<file path="src/rtl/uart_rx.sv">
// rtl/uart_rx.sv - UART receiver: synchroniser, mid-bit sampling FSM, valid/ready holding register
`timescale 1ns/1ps

module uart_rx #(
   parameter int C_BAUDRATE    = 115_200,
   parameter int C_SYSTEM_FREQ = 50_000_000,
   parameter int C_DATA_BITS   = 8
) (
   input  logic                   Clk,
   input  logic                   Reset,
   input  logic                   rx_i,
   output logic [C_DATA_BITS-1:0] rx_data,
   output logic                   rx_valid,
   input  logic                   rx_ready,
   output logic                   frame_error,
   output logic                   overrun
);

   localparam int CLKS_PER_BIT = C_SYSTEM_FREQ / C_BAUDRATE;
   localparam int HALF_BIT     = CLKS_PER_BIT / 2;
   localparam int CW           = $clog2(CLKS_PER_BIT);
   localparam int BW           = $clog2(C_DATA_BITS);

   // Divider reload values are "cycles minus one" because the sample happens when the count reaches zero.
   localparam logic [CW-1:0] CNT_HALF = CW'(HALF_BIT - 1);
   localparam logic [CW-1:0] CNT_FULL = CW'(CLKS_PER_BIT - 1);
   localparam logic [BW-1:0] BIT_LAST = BW'(C_DATA_BITS - 1);

   typedef enum logic [2:0] {
      S_IDLE,
      S_START,
      S_DATA,
      S_STOP,
      S_BREAK
   } state_t;

   state_t                   state_q, state_d;
   logic                     rx_meta_q, rx_meta_d;
   logic                     rx_s_q, rx_s_d;
   logic                     rx_q, rx_d;
   logic [CW-1:0]            cnt_q, cnt_d;
   logic [BW-1:0]            bit_cnt_q, bit_cnt_d;
   logic [C_DATA_BITS-1:0]   shift_q, shift_d;
   logic [C_DATA_BITS-1:0]   rx_data_q, rx_data_d;
   logic                     rx_valid_q, rx_valid_d;
   logic                     frame_error_q, frame_error_d;
   logic                     overrun_q, overrun_d;

   // Two-flop synchroniser for the asynchronous line, plus one more stage for falling-edge detection.
   always_comb begin
      rx_meta_d = rx_i;
      rx_s_d    = rx_meta_q;
      rx_d      = rx_s_q;
   end

   // Next-state, divider, shift register and holding-register logic.
   always_comb begin
      state_d       = state_q;
      cnt_d         = cnt_q;
      bit_cnt_d     = bit_cnt_q;
      shift_d       = shift_q;
      rx_data_d     = rx_data_q;
      rx_valid_d    = rx_valid_q & ~rx_ready;
      frame_error_d = 1'b0;
      overrun_d     = 1'b0;

      case (state_q)
         S_IDLE: begin
            if (rx_q && !rx_s_q) begin
               bit_cnt_d = '0;
               cnt_d     = CNT_HALF;
               state_d   = S_START;
            end
         end

         S_START: begin
            if (cnt_q == '0) begin
               if (!rx_s_q) begin
                  cnt_d   = CNT_FULL;
                  state_d = S_DATA;
               end else begin
                  // Line went back high before mid start bit: treat as noise.
                  state_d = S_IDLE;
               end
            end else begin
               cnt_d = cnt_q - 1'b1;
            end
         end

         S_DATA: begin
            if (cnt_q == '0) begin
               shift_d = {rx_s_q, shift_q[C_DATA_BITS-1:1]};
               cnt_d   = CNT_FULL;
               if (bit_cnt_q == BIT_LAST) begin
                  state_d = S_STOP;
               end else begin
                  bit_cnt_d = bit_cnt_q + 1'b1;
               end
            end else begin
               cnt_d = cnt_q - 1'b1;
            end
         end

         S_STOP: begin
            if (cnt_q == '0) begin
               if (rx_s_q) begin
                  // Return to IDLE immediately so a start bit right after the stop bit is caught.
                  state_d = S_IDLE;
                  if (!rx_valid_q || rx_ready) begin
                     rx_data_d  = shift_q;
                     rx_valid_d = 1'b1;
                  end else begin
                     overrun_d = 1'b1;
                  end
               end else begin
                  frame_error_d = 1'b1;
                  state_d       = S_BREAK;
               end
            end else begin
               cnt_d = cnt_q - 1'b1;
            end
         end

         S_BREAK: begin
            // A line held low must return high before another start edge can be recognised.
            if (rx_s_q) begin
               state_d = S_IDLE;
            end
         end

         default: state_d = S_IDLE;
      endcase
   end

   // State and output registers with synchronous reset.
   always_ff @(posedge Clk) begin
      if (Reset) begin
         state_q       <= S_IDLE;
         rx_meta_q     <= 1'b1;
         rx_s_q        <= 1'b1;
         rx_q          <= 1'b1;
         cnt_q         <= '0;
         bit_cnt_q     <= '0;
         shift_q       <= '0;
         rx_data_q     <= '0;
         rx_valid_q    <= 1'b0;
         frame_error_q <= 1'b0;
         overrun_q     <= 1'b0;
      end else begin
         state_q       <= state_d;
         rx_meta_q     <= rx_meta_d;
         rx_s_q        <= rx_s_d;
         rx_q          <= rx_d;
         cnt_q         <= cnt_d;
         bit_cnt_q     <= bit_cnt_d;
         shift_q       <= shift_d;
         rx_data_q     <= rx_data_d;
         rx_valid_q    <= rx_valid_d;
         frame_error_q <= frame_error_d;
         overrun_q     <= overrun_d;
      end
   end

   assign rx_data     = rx_data_q;
   assign rx_valid    = rx_valid_q;
   assign frame_error = frame_error_q;
   assign overrun     = overrun_q;

endmodule

</file>
<file path="config.mk">
export PLATFORM = sky130hd
export DESIGN_NAME = uart_rx
export DESIGN_NICKNAME = d
export VERILOG_FILES = /design/src/rtl/uart_rx.sv
export SDC_FILE = /design/constraint.sdc
export NUM_CORES = 1
export LEC_CHECK = 0
export BUFFER_PORTS_ARGS = -buffer_cell sky130_fd_sc_hd__buf_2
export CAP_MARGIN = 10
export CORE_ASPECT_RATIO = 1.75
export CORE_MARGIN = 3
export CORE_UTILIZATION = 58
export CTS_CLUSTER_DIAMETER = 150
export DETAILED_ROUTE_END_ITERATION = 8
export PLACE_DENSITY_LB_ADDON = 0.15
export SLEW_MARGIN = 20
export SYNTH_ARGS = -nofsm -noshare
export SYNTH_HDL_FRONTEND = slang
export SYNTH_SLANG_ARGS = --single-unit
</file>
<file path="constraint.sdc">
create_clock -name Clk -period 2.4 [get_ports Clk]
set_input_delay 0.48 -clock Clk [delete_from_list [all_inputs] [get_ports Clk]]
set_output_delay 0.48 -clock Clk [all_outputs]
set_load 0.05 [all_outputs]
</file>
; After elaboration in Yosys (flattened, before gate mapping)
; Index checks and enable logic that the tools add are counted.
[totals]
reg_bits = 37
word_cells = 72
[op_classes]
addsub = 2
eq_ne = 14
mux = 25
n_bitwise = 5
reduce_logical = 15
[ops]
columns = operator, count
row1 = $mux 9, 5
row2 = $pmux 9 s4, 1
row3 = $mux 3, 10
row4 = $ne 2x2->1 const B, 8
row5 = $pmux 3 s5, 1
row6 = $reduce_and 4->1, 3
row7 = $logic_not 9->1, 1
row8 = $sub 9x1->9 const B, 1
row9 = $eq 3x2->1 const B, 2
row10 = $eq 3x3->1 const B, 2
row11 = $mux 1, 6
row12 = $pmux 3 s2, 1
row13 = $reduce_and 6->1, 1
row14 = $not 1->1, 4
row15 = $reduce_bool 4->1, 1
row16 = $reduce_or 4->1, 1
row17 = $add 3x1->3 const B, 1
row18 = $eq 3x1->1 const B, 1
row19 = $logic_not 3->1, 1
row20 = $ne 3x3->1 const B, 1
row21 = $reduce_or 3->1, 1
row22 = $logic_not 1->1, 2
row23 = $mux 2, 1
row24 = $reduce_and 2->1, 1
row25 = other kinds (4), 4

; Logic depth before layout (Yosys ltp)
[depth]
ltp_word = 6
depth_mapped = 7

; Least setup slack after synthesis
; OpenSTA, ideal clock, no wires.
[synth_path]
kind = reg2reg
startpoint = register cnt_q[0]
endpoint = register cnt_q[7]
setup_time_ns = 0.116
t_arrival_ns = 1.667
slack_ns = 0.617
path_stages_with_launch = 7
n_path_buf = 0
period_less_slack_ns = 1.783
path_cell_list = dfxtp_1 > inv_1 > ha_1 > or4b_4 > nor4b_4 > nor2_2 > a31o_2
[synth_between]
elab_chain_cells = 3
word_cells_on_any_way = 9
cone_classes = add/sub (1) / eq/ne (2) / mux (4) / reduce/logical (2)
[synth_lines]
columns = item, line
row1 = start: declaration, 41  ; logic [CW-1:0] cnt_q, cnt_d;
row2 = start signal: assignment, 154  ; cnt_q <= cnt_d;
row3 = $sub 9x1->9 or $logic_not 9->1 (tied branches), n/a
row4 = $mux 9 (tied with other cells), 105  ; if (cnt_q == '0) begin
row5 = $pmux 9 s4 or $reduce_and 4->1 (tied branches), n/a
; Parallel ways exist; a longest one is shown, timed or not. The select of a mux whose other input is x is not followed.
; A chain may end at the register's enable or synchronous reset.

; Worst setup path after layout
[layout_path]
startpoint = register cnt_q[0]
endpoint = register bit_cnt_q[1]
[layout_between]
elab_chain_cells = 3
[layout_lines]
columns = item, line
row1 = $logic_not 9->1, 91  ; if (cnt_q == '0) begin
row2 = $ne 2x2->1 (no source line), n/a
row3 = $reduce_and 4->1 (no source line), n/a
row4 = end signal: assignment, 155  ; bit_cnt_q <= bit_cnt_d;
row5 = end: declaration, 42  ; logic [BW-1:0] bit_cnt_q, bit_cnt_d;
; Every way passes these cells.

==> out/metrics.cfg <==
[timing]
timing.slew.headroom=0.593
rsz0062_at_grt=false
fin_crit_ps=1990
finalSetupTns_ps=0
skew_ps=4.91
period_share=0.830
hold_viol_final=0
slew_violations=0
fmax_mhz=502
finalSetupViolations=0
worst_pin_slew_ps=609

[routing]
firstDrtPassIters=4
drt_wl_total_um=4180
drc_errors=0
viasPerCell=6.13
postRouteAntennaNets=0
vias=1558
wire_per_inst_um=16.4
drt-initial-drc-count=41

[critical_path]
path_max_fanout=10
crit_family=simple AND/OR/NAND/NOR gates
crit_required_ps=2620
r2r_setup_slack_ps=410
crit_chain=inv_1 > ha_1 > nor4b_4 > nand4_2 > buf_4 > or3b_1 > a21oi_1
cp-end-kind=flop
slowest_stage=nor4b_4
path_buf_inv=2
cp_data_arrival_time_ps=2210
critPathMaxStageDelay_ps=430
timing.rr.start=cnt_q[0]
rr_worst_depth=7
path_class=reg -> reg
start_kind=flop
r2r-end=bit_cnt_q[1]

[global_routing]
grt_pass1_wl_um=7270
grt_pass1_vias=1569
track_usage=0.240
grt_overflow_total=0
grt_max_degree=17
antenna_found_initial=0

[yosys]
syn-cell-area_um2=1840
synth_area_leaders=dfxtp_1 (40%), mux2i_1 (9.2%), nand2_1 (4.3%)
synth_top_cell_area_share=0.402
ys_ff_latch=37
ys.warnings.count=0
yosys.area.top_type=dfxtp_1
syn_avg_cell_area_um2=9.31
syn-num-nets=206
syn_inst=198
synth_edf_count=0
async_reset_ff_frac=0
yosysUniqueCellTypes=49
ys.flop_type=dfxtp_1
ys_seq_area_frac=0.402

[job]
maxCapViolCount=0

[floorplanning]
die_x_um=48.6
num_io_pins=15
start_util=0.616
core-area_um2=2990
die-area_um2=3920
rows=26
die_y_um=80.6

[min_path]
hold_path.class=in -> reg
hold_start=rx_i
min_path_cells=2
hold_end=rx_meta_q

[clock_tree]
cts_tree=yes
h-tree-depth=2
cts_resized=0
insertion_delay_ps=290
clk_transition_reported_paths_ps=70
cts_buffers=5
cts_setup_buffers=0
cts_buffer_depth=2
ctsHoldBuffers=0
clock-sinks=37
cts-root-buf=clkbuf_8

[run_status]
outcome=completed

[placement]
io_buffers=14
hpwl_um=3160
place.gp.congestion=0.905
post_dp_cell_area_um2=1930

[pwr]
power.density_nw_per_um2=669
ir_drop_uv=653
power.leakage_uw=0.000787
p_total_uw=1350

[cells_and_area]
syn_to_final_growth_pct=9.16
layout-drive-gt1-share=0.193
finalNetCount=219
diodes=0
postLayoutCellArea_um2=2010

## routing by layer
| metal | up-vias | part of all wire | global-route usage |
|---|---|---|---|
| li1 | 735 | - | - |
| met1 | 761 | 0.37 | 0.242 |
| met2 | 47 | 0.56 | 0.446 |
| met3 | 15 | 0.039 | 0.0390 |
| met4 | 0 | 0.036 | 0.160 |
| met5 | - | 0 | 0 |
## synthesized netlist by cell type (all sizes together), types with 4 or more instances
library cell,instances
nor3,5
inv,5
nand2,21
ha,4
dfxtp,37
buf,5
o21ai,9
o211ai,4
a21oi,14
clkbuf,7
nor2,17
mux2i,17
## cell type report
class                   instances  area [um^2]
clock inverters                 2         10.0
flip-flops and latches         37          741
fillers                       272          981
clock buffers                   6         72.6
repair buffers                 18          100
multi-input cells             143         1010
inverters                       6         22.5
well taps                      42         52.6
## worst register-to-register path, cell delays in order, from the launching register on
cell and delay (ps):
dfxtp_1 330, inv_1 100, ha_1 190, nor4b_4 430
nand4_2 160, buf_4 230, or3b_1 350, a21oi_1 140
## cell families after synthesis
logic type	after synthesis	synth area share
flops	37	0.402
simple gates	74	0.249
compound gates	46	0.172
fa+ha+maj	4	0.0272
buf+inv	18	0.0482
mux	17	0.0923
xor+xnor	2	0.00951
## flip-flops by register name (all words and copies together) (netlist names)
signal	flops
bit_cnt_q	3
cnt_q	9
frame_error	1
overrun	1
rx_d	1
rx_data	8
rx_meta_q	1
rx_q	1
rx_valid	1
shift_q	8
state_q	3
## power breakdown
group | leakage (uW) | switching [uW] | internal (uW)
combinational | 0.000442 | 153 | 107
clock | 0.0000450 | 213 | 201
sequential | 0.000300 | 38.7 | 634
## stage by stage
stage,std cells,worst slack (ps),hold slack [ps],utilization
finish,254,407,375,0.672
global route,254,232,375,0.672
CTS,254,406,370,0.672
detailed placement,246,434,401,0.645
global placement,246,489,398,0.645
floorplan,198,617,389,-
## how the worst max path moves through the flow
stage,from,endpoint,depth (start not counted)
2_1_floorplan,cnt_q[0],cnt_q[7],6
3_3_place_gp,cnt_q[0],bit_cnt_q[1],7
3_5_place_dp,cnt_q[0],bit_cnt_q[1],7
4_1_cts,cnt_q[0],bit_cnt_q[1],7
5_1_grt,cnt_q[0],rx_data[7],7
6_report,cnt_q[0],bit_cnt_q[1],7
## layout by cell type (no fill, tap or decap), types with 2 or more instances in the layout
master	instances
dfxtp_1	37
nand2_1	21
mux2i_1	17
nor2_1	16
a21oi_1	14
buf_2	14
o21ai_0	9
inv_1	5
nor3_1	5
clkbuf_8	5
o211ai_1	4
ha_1	4
buf_4	4
a21o_1	3
a211oi_1	3
nor3b_1	3
or3_1	3
nand3_1	3
or2_2	3
nor4b_4	2
nand2b_1	2
xnor2_1	2
nor4_4	2
nor2b_1	2
o31ai_1	2
a221oi_2	2
clkinv_2	2
Power figures use the tool's default switching activity.
